==> config.mk <==
export PLATFORM = sky130hd
export DESIGN_NAME = throughout_seq_gen
export DESIGN_NICKNAME = d
export VERILOG_FILES = /design/src/rtl/throughout_seq_gen.sv
export SDC_FILE = /design/constraint.sdc
export NUM_CORES = 1
export LEC_CHECK = 0
export CAP_MARGIN = 25
export CORE_AREA = 10 10 77 79
export DETAILED_ROUTE_END_ITERATION = 6
export DIE_AREA = 0 0 87 89
export PLACE_DENSITY = 0.6
export RECOVER_POWER = 100
export SKIP_LAST_GASP = 1
export SYNTH_ARGS = -nofsm -noshare
export SYNTH_HDL_FRONTEND = slang
export SYNTH_SLANG_ARGS = --single-unit
==> constraint.sdc <==
create_clock -name clk -period 2.05 [get_ports clk]
set_clock_uncertainty 0.05 [all_clocks]
set_input_delay 0.205 -clock clk [delete_from_list [all_inputs] [get_ports clk]]
set_output_delay 0.205 -clock clk [all_outputs]
set_load 0.03 [all_outputs]
==> src/rtl/throughout_seq_gen.sv <==
// Stimulus generator for the transport/bus/train window protocol, with optional drop injection.
// Optional window/injection statistics are enabled with the GEN_STATS_EN macro.
module throughout_seq_gen #(
  parameter int unsigned LEN_W   = 4,
  parameter int unsigned GAP_CYC = 1
) (
  input  logic             clk,
  input  logic             rst,
  input  logic             cmd_valid,
  output logic             cmd_ready,
  input  logic [LEN_W-1:0] cmd_len,
  input  logic [1:0]       cmd_mode,
  input  logic [LEN_W-1:0] cmd_inj,
  output logic             transport,
  output logic             bus,
  output logic             train,
  output logic             busy,
  output logic             done,
  output logic             exp_pass
`ifdef GEN_STATS_EN
  ,
  output logic [15:0]      win_cnt,
  output logic [15:0]      inj_cnt
`endif
);

  localparam int unsigned GAP_W = (GAP_CYC > 1) ? $clog2(GAP_CYC) : 1;

  typedef enum logic [1:0] {IDLE, SETUP, ACTIVE, GAP} state_t;

  state_t           state;
  logic [LEN_W-1:0] len_q;
  logic [LEN_W-1:0] inj_q;
  logic [1:0]       mode_q;
  logic [LEN_W-1:0] cyc_cnt;
  logic [GAP_W-1:0] gap_cnt;
  logic [LEN_W-1:0] eff_len_c;

  assign eff_len_c = (cmd_len == '0) ? LEN_W'(1) : cmd_len;

  // {transport, bus, train} for a given ACTIVE-cycle index, with the selected signal dropped
  function automatic logic [2:0] sig_at(input logic [LEN_W-1:0] idx);
    logic [2:0] s;
    s = 3'b111;
    if (idx == inj_q) begin
      case (mode_q)
        2'd1:    s[2] = 1'b0;
        2'd2:    s[1] = 1'b0;
        2'd3:    s[0] = 1'b0;
        default: s = 3'b111;
      endcase
    end
    return s;
  endfunction

  // Outputs are loaded with the values for the state being entered, so they are all registered
  always_ff @(posedge clk) begin
    if (rst) begin
      state     <= IDLE;
      len_q     <= '0;
      inj_q     <= '0;
      mode_q    <= '0;
      cyc_cnt   <= '0;
      gap_cnt   <= '0;
      cmd_ready <= 1'b1;
      transport <= 1'b0;
      bus       <= 1'b0;
      train     <= 1'b0;
      busy      <= 1'b0;
      done      <= 1'b0;
      exp_pass  <= 1'b0;
    end else begin
      case (state)
        IDLE: begin
          if (cmd_valid && cmd_ready) begin
            len_q     <= eff_len_c;
            inj_q     <= cmd_inj;
            mode_q    <= cmd_mode;
            exp_pass  <= (cmd_mode == 2'd0) || (cmd_inj >= eff_len_c);
            state     <= SETUP;
            cmd_ready <= 1'b0;
            busy      <= 1'b1;
            transport <= 1'b1;
          end
        end
        SETUP: begin
          state   <= ACTIVE;
          cyc_cnt <= '0;
          {transport, bus, train} <= sig_at('0);
        end
        ACTIVE: begin
          if (cyc_cnt == len_q - LEN_W'(1)) begin
            state   <= GAP;
            gap_cnt <= '0;
            done    <= (GAP_CYC == 1);
            {transport, bus, train} <= 3'b000;
          end else begin
            cyc_cnt <= cyc_cnt + LEN_W'(1);
            {transport, bus, train} <= sig_at(cyc_cnt + LEN_W'(1));
          end
        end
        GAP: begin
          if (gap_cnt == GAP_W'(GAP_CYC - 1)) begin
            state     <= IDLE;
            done      <= 1'b0;
            busy      <= 1'b0;
            cmd_ready <= 1'b1;
          end else begin
            gap_cnt <= gap_cnt + GAP_W'(1);
            done    <= (gap_cnt + GAP_W'(1)) == GAP_W'(GAP_CYC - 1);
          end
        end
        default: state <= IDLE;
      endcase
    end
  end

`ifdef GEN_STATS_EN
  // Saturating counts of completed windows and of windows expected to fail
  always_ff @(posedge clk) begin
    if (rst) begin
      win_cnt <= '0;
      inj_cnt <= '0;
    end else if (done) begin
      if (win_cnt != 16'hFFFF) win_cnt <= win_cnt + 16'd1;
      if (!exp_pass && inj_cnt != 16'hFFFF) inj_cnt <= inj_cnt + 16'd1;
    end
  end
`endif

endmodule

### Yosys cells after proc, flatten, opt, wreduce, memory -nomap -nowiden

Cells that the tools add are included.

| cells by class | value |
|---|---|
| reduce and logical (&&, ||, !) cells | 16 |
| order comparisons | 1 |
| $add $sub $neg | 3 |
| eq/ne operators | 12 |
| mux-type cells | 30 |
| bitwise logic cells | 1 |

Operators by type and width:

| operator | number |
|---|---|
| $mux 1 | 14 |
| $pmux 1 s2 | 6 |
| $eq 2x2->1 const B | 4 |
| $eq 4x4->1 | 2 |
| $logic_not 4->1 | 2 |
| $mux 4 | 2 |
| $ne 2x2->1 const B | 4 |
| $pmux 2 s4 | 1 |
| $pmux 4 s2 | 1 |
| $reduce_and 2->1 | 4 |
| $mux 2 | 3 |
| $mux 3 | 2 |
| $reduce_and 3->1 | 2 |
| $reduce_bool 2->1 | 3 |
| $add 4x1->4 const B | 1 |
| $eq 2x1->1 const B | 2 |
| $ge 4x4->1 | 1 |
| $logic_not 2->1 | 2 |
| $sub 4x1->4 const B | 1 |
| $pmux 1 s3 | 1 |
| $reduce_bool 3->1 | 1 |
| $add 1x1->1 const B | 1 |
| $logic_and 1x1->1 | 1 |
| $logic_or 1x1->1 | 1 |
| $not 1->1 | 1 |

| word-level totals | value |
|---|---|
| register bits after elaboration | 24 |
| output and inout port bits | 7 |
| word-level logic and storage cells | 76 |
| bits of input ports | 13 |

### Depth between registers and ports, before layout

Gate-level depths: netlist (run 1).

| depth | value |
|---|---|
| depth after elaboration | 5 |
| gate-level depth with buffers | 8 |
| depth with buffers taken out | 8 |

### Least setup slack after synthesis (run 1)

Ideal clock, no wire load.

| timing path | value |
|---|---|
| path type | reg2reg |
| start | register len_q[0] |
| end | register state[1] |
| data required time | 1913 ps |
| period minus slack after synthesis | 1884 ps |
| library setup time | 87 ps |
| path buffers | 0 |
| arrival time | 1747 ps |
| stages on the path, launching flop included | 8 |
| slack | 166 ps |
| cell sequence | dfxtp_1 inv_1 ha_1 xnor2_1 nor3_4 a21oi_2 or4b_1 o31ai_1 |

| on the way | value |
|---|---|
| cells in the longest elaborated chain, start to end | 4 |

RTL lines:

| item | RTL line | source |
|---|---|---|
| from (decl) | 32 | `logic [LEN_W-1:0] len_q;` |
| from (signal assigned) | 76 | `len_q <= eff_len_c;` |
| $sub 4x1->4 | 92 | `if (cyc_cnt == len_q - LEN_W'(1)) begin` |
| $eq 4x4->1 | 92 |  |
| $ne 2x2->1 (no source line) | n/a |  |
| $reduce_and 3->1 (no source line) | n/a |  |
| to (signal assigned) | 87 | `state <= ACTIVE;` |
| to (signal assigned) | 93 | `state <= GAP;` |
| to (signal assigned) | 104 | `state <= IDLE;` |
| to (decl) | 31 | `state_t state;` |

Every way passes these cells.
A chain may end at the register's enable or synchronous reset.

### Worst setup path in the final report (run 1)

Same ends and word-level chain as after synthesis.

==> results.yml, run 1 <==
detailed_routing:
  antenna_left: 0
  drt_pass1_iterations: 5
  drc: 0
  finalWirelength_mm: 2.886
  detail_route.vias_per_cell: 4.731
  vias: 1107
  initialDrtViolationCount: 67
  routedWlPerCell_um: 12.33
die:
  rows: 25
  dieArea_um2: 7743
  core_um2: 4536
  die_y_um: 89
  start_util_pct: 28.52
  die-width_um: 87
  io_pins: 20
synthesis:
  syn_nets: 182
  yosysWarningCount: 0
  synth_xor_xnor_area_share_pct: 8.607
  synthMuxAreaShare_pct: 0
  synth_top_family_by_area: "compound AO/OA/AOI/OAI gates"
  synth.largest_area_cell: "dfxtp_1"
  yosys_register_bits: 23
  synth_edf_count: 0
  synth_cells: 159
  synth_compound_area_share_pct: 20.41
  netlist_area_um2: 1294
  post-synth-top-area-fraction_pct: 35.59
  yosys-top-cells-count: "dfxtp_1, nand2_1, a21oi_1"
  ys.flop_type: "dfxtp_1"
  synthTopCellsByArea: "dfxtp_1, ha_1, a21oi_1"
  synth_fa_ha_area_share_pct: 9.671
  yosysSeqAreaShare_pct: 35.59
  avgSynthCellArea_um2: 8.137
  async_flop_share_pct: 0
  yosysUniqueCellTypes: 33
  synthSimpleGateAreaFrac_pct: 19.92
power:
  power.density_nw_per_um2: 1132
  p_leak_nw: 0.6300
  ir_drop_uv: 335.1
clocking:
  cts_inserted_buffers: 3
  clock_sinks: 23
  cts_tree: "built"
  cts_setup_buffers: 0
  worstSkewPairLatency_ns: 0.26
  htreeDepth: 1
  clockBufferDepth: 2
  path_clk_slew_ns: 0.08
  cts-root-buf: "clkbuf_8"
global_routing:
  grt_overflow_total: 0
  grt_max_degree: 24
  track_usage_pct: 7.697
  antenna_found_initial: 0
  grt_pass1_wl_mm: 4.892
  grt_pass1_vias: 1103
sta:
  finalCriticalPeriod_ns: 1.916
  finalCritPeriodShare_pct: 93.47
  setup_ws_ns: 0.1339
  fmax_mhz: 521.9
  finalSetupViolCount: 0
  fin_setup_tns_ns: 0
  drv_slew: 0
  rsz0062_at_grt: "false"
  slew-limit-headroom_pct: 68.06
  tightest_slew_ns: 0.4791
  hold_viol_final: 0
critical_path:
  cpLargestDelayFamily: "simple AND/OR/NAND/NOR gates"
  crit_fanout: 3
  cpPeakStageDelay_ns: 0.50
  critical_path_class: "reg -> reg"
  critPathLaunchType: "register"
  worstPathArrival_ns: 2.05
  worstPathRequired_ns: 2.18
  worstPathCellList: "inv_1 > ha_1 > xor3_1 > nor3_4 > a21oi_2 > or4b_1 > o31ai_1"
  end_kind: "register"
  cpMaxStageDelayCell: "or4b_1"
  path_buf_inv: 1
place:
  globalplace.congestion: 0.7814
  place_area_um2: 1551
  hpwl_mm: 2.230
  place.port_buffers: 19
  post-place-ws_ns: 0.002885
cells_and_area:
  fin_area_um2: 1600
  seqCellArea_um2: 460.4
  nNetsFinal: 204
  drive_gt1_share_pct: 6.667
  n_antenna_cell: 0
  fillers: 479
  multi_input_area_um2: 765.7
  area_growth_pct: 23.69
min_path:
  holdCritPathClass: "reg -> reg"
run_status:
  outcome: "finished clean"
job:
  maxCapViolCount: 0
[cells in the final DEF, fill, tap and decap left out, types with 2 or more instances in the layout]
master           Yosys  final
nor3_1               2      2
clkbuf_1             5      2
nand2b_1             3      3
inv_1               12     12
a31oi_1              5      5
o21bai_1             2      2
o211ai_1             2      2
and3_1               2      2
nor2_1               9      9
ha_1                10     10
or4_1                2      2
buf_4                0      3
clkbuf_8             0      3
a21oi_1             19     19
nand2_1             23     23
xnor2_1              7      6
a211oi_1             4      4
o21ai_0              8      8
dfxtp_1             23     23
nand3_1              4      4
clkdlybuf4s50_1      0     11
dlygate4sd3_1        0      8
xor2_1               3      3
[cell families (layout without fill, tap and decap cells)]
| family | count (synthesis) | in the layout |
|---|---|---|
| and+or+nand+nor | 52 | 52 |
| adders and majority gates | 10 | 10 |
| xor gates and xnor gates | 11 | 11 |
| buffers and inverters | 18 | 39 |
| AOI/OAI and AO/OA | 45 | 45 |
| DFF | 23 | 23 |
[layer usage]
| metal | part of all wire (%) | vias up | track usage, % |
|---|---|---|---|
| li1 | - | 590 | - |
| met2 | 44 | 22 | 12.59 |
| met3 | 3.6 | 2 | 1.276 |
| met4 | 1.4 | 0 | 4.418 |
| met1 | 51 | 493 | 9.297 |
| met5 | 0 | - | 0 |
[state kept, by name (all words and copies together), names as in the netlist, 2 cells and up]
name / count
cyc_cnt: 4
state: 2
mode_q: 2
len_q: 4
inj_q: 4
[worst register-to-register path, stage by stage (launching register included)]
cell	delay (ns)
dfxtp_1	0.36
inv_1	0.08
ha_1	0.20
xor3_1	0.22
nor3_4	0.25
a21oi_2	0.11
or4b_1	0.50
o31ai_1	0.07
[area by class of cell]
type	instances	share of cell area, %
timing repair buffer	23	13.53
sequential	23	28.77
clock buffer	4	2.815
inverter	12	2.815
tap	54	4.222
multi-input combinational	118	47.85
[where the power goes]
part           internal, mW  switching, mW  total, mW
clock                 0.139          0.141      0.279
combinational         0.359          0.521      0.880
sequential            0.560         0.0916      0.652
[worst paths after layout]
check	start	endpoint	slack, ns	depth (start not counted)
worst max-delay path	len_q[0]$_SDFFE_PP0P_	state[1]$_SDFFE_PP0P_	0.13	7
worst min-delay path	done$_SDFFE_PP0P_	done$_SDFFE_PP0P_	0.42	2
worst max register to register	len_q[0]$_SDFFE_PP0P_	state[1]$_SDFFE_PP0P_	0.13	7
worst min register to register	done$_SDFFE_PP0P_	done$_SDFFE_PP0P_	0.42	2
[stage by stage]
| step | hold slack (ns) | utilization [%] | cells | total power, mW |
|---|---|---|---|---|
| CTS | 0.4274 | 35.20 | 234 | 1.852 |
| finish | 0.4218 | 35.28 | 234 | 1.811 |
| floorplan | 0.2616 | - | 159 | 1.285 |
| global placement | 0.4110 | 34.21 | 230 | 1.561 |
| detailed placement | 0.4162 | 34.21 | 230 | 1.567 |
| global route | 0.4423 | 35.28 | 234 | 1.969 |
[repair_timing]
item,in CTS,in global routing
setup endpoints to repair,0,2
hold buffers,0,0
resized for setup,0,1
(Power assumes the default switching activity.)
==> inputs of run 2 (changes only) <==
CAP_MARGIN = 20   (was 25)
PLACE_DENSITY = 0.59   (was 0.6)
clock period = 2.3 ns   (was 2.05 ns; I/O delays follow)
==> run 2 against run 1 <==
  * Register-to-register slack improved by 0.11 ns
  * Die area unchanged
  * Sequential cell count unchanged
  * Via count unchanged
  * First-iteration DRC count decreased by 18%
  * Largest power group unchanged
==> results.yml, run 2 (synthesized netlist as in run 1, its figures left out) <==
run_status:
  outcome: "finished clean"
sta:
  hold_viol_final: 0
  fin_setup_tns_ns: 0
  drv_slew: 0
  finalSetupViolCount: 0
  finalCritPeriodShare_pct: 89.51
  tightest_slew_ns: 0.4605
  slew-limit-headroom_pct: 69.21
  fmax_mhz: 485.7
  rsz0062_at_grt: "false"
  finalCriticalPeriod_ns: 2.059
power:
  clkPwrFrac_pct: 16.1
  p_sw_share_pct: 42.33
  p_int_mw: 0.9244
  p_leak_nw: 0.6170
  power.density_nw_per_um2: 1017
  ir_drop_uv: 368.3
  seq_power_share_pct: 36.2
  p_comb_share_pct: 47.7
  switchingPower_mw: 0.6786
die:
  io_pins: 20
  die_y_um: 89
  dieArea_um2: 7743
  core_um2: 4536
  start_util_pct: 28.52
  rows: 25
  die-width_um: 87
clocking:
  cts_setup_buffers: 0
  ctsResizeCount: 0
  cts_inserted_buffers: 3
  worstSkewPairLatency_ns: 0.27
  clock_sinks: 23
  cts-root-buf: "clkbuf_8"
  cts_hold_buf: 0
  path_clk_slew_ns: 0.09
  htreeDepth: 1
  cts_tree: "built"
  clockBufferDepth: 2
place:
  globalplace.congestion: 0.7868
  place.port_buffers: 19
  hpwl_mm: 2.177
global_routing:
  track_usage_pct: 7.775
  grt_pass1_wl_mm: 4.940
  grt_overflow_total: 0
  grt_max_degree: 24
  grt_pass1_vias: 1082
  antenna_found_initial: 0
cells_and_area:
  n_antenna_cell: 0
  drive_gt1_share_pct: 5.056
  nNetsFinal: 202
  fillers: 483
  reg.largest.list: "cyc_cnt: 4 flops, inj_q: 4 flops, len_q: 4 flops"
  mostFrequentLayoutCells: "nand2_1, dfxtp_1, a21oi_1"
  post-route-util_pct: 34.76
  area_growth_pct: 21.86
detailed_routing:
  initialDrtViolationCount: 55
  vias: 1107
  routedWlPerCell_um: 12.09
  antenna_left: 0
  drc: 0
  drt_pass1_iterations: 4
  detail_route.vias_per_cell: 4.772
  finalWirelength_mm: 2.804
critical_path:
  worstPathCellList: "inv_1 > ha_1 > xnor2_1 > nor3_4 > and2_0 > or4_1 > a31oi_1"
  worstPathRequired_ns: 2.45
  critical_path_class: "reg -> reg"
  critPathLaunchType: "register"
  cpLargestDelayFamily: "simple AND/OR/NAND/NOR gates"
  path_buf_inv: 1
  cpPeakStageDelay_ns: 0.49
  end_kind: "register"
  cpMaxStageDelayCell: "or4_1"
  worstPathArrival_ns: 2.21
  crit_fanout: 6
job:
  maxCapViolCount: 0
min_path:
  holdCritPathClass: "reg -> reg"
## run 2: cell types whose count changed in the layout (fill, tap and decap cells not counted)
cell,change
buf_4,-2
clkbuf_1,-1
o21ai_1,-1
and2_4,-1
xnor2_1,+1
xnor2_2,-1
clkinv_2,+1
and2_0,+1
o21ai_0,+1
## run 2: power groups by stage
stage                     Clock, mW  Combinational [mW]  Sequential [mW]
after floorplan                   0               0.487            0.659
after global placement            0               0.789            0.593
after detailed placement          0               0.794            0.593
after CTS                     0.265               0.797            0.585
after global routing          0.277               0.864            0.598
final                         0.258               0.765            0.580
## run 2: through the flow
step,total power [mW],cells,hold slack (ns),setup slack (ns),area (um^2)
after floorplan,1.146,159,0.2866,0.4157,1294
after global placement,1.382,228,0.4075,0.3024,1536
after CTS,1.647,232,0.4241,0.2864,1583
final,1.603,232,0.4198,0.2412,1577
after global routing,1.739,232,0.4564,0.1145,1577
after detailed placement,1.387,228,0.4122,0.2561,1536
## run 2: final timing paths
kind                                  end  slack [ns]  cells past startpoint                  start
setup / recovery  cyc_cnt[3]$_SDFFE_PP0P_        0.24                      7  len_q[0]$_SDFFE_PP0P_
hold / removal      len_q[3]$_SDFFE_PP0P_        0.42                      2  len_q[3]$_SDFFE_PP0P_
setup reg to reg  cyc_cnt[3]$_SDFFE_PP0P_        0.24                      7  len_q[0]$_SDFFE_PP0P_
hold reg to reg     len_q[3]$_SDFFE_PP0P_        0.42                      2  len_q[3]$_SDFFE_PP0P_
## run 2: final cells by class
type                       count  area (um^2)  area share (%)
inverter                      12        45.04           2.857
tap                           54        67.56           4.286
sequential                    23        460.4           29.21
clock buffer                   3        41.29           2.619
clock inverter                 1        5.005          0.3175
timing repair buffer          21        201.4           12.78
multi-input combinational    118        755.7           47.94
## run 2: metal layers
layer | vias up | global-route usage [%] | routed length, um | share of wire (%)
li1 | 590 | - | - | -
met1 | 490 | 9.836 | 1468 | 52
met4 | 0 | 3.976 | 55 | 2.0
met5 | - | 0 | 0 | 0
met3 | 5 | 2.097 | 134 | 4.8
met2 | 22 | 11.79 | 1146 | 41
## run 2: worst min-delay path: cells and delay by family, from the launching register on
kind / cells / cell delay [ns]
AND/OR/NAND/NOR: 1 / 0.05
flip-flops: 1 / 0.32
AO/OA/AOI/OAI: 1 / 0.05
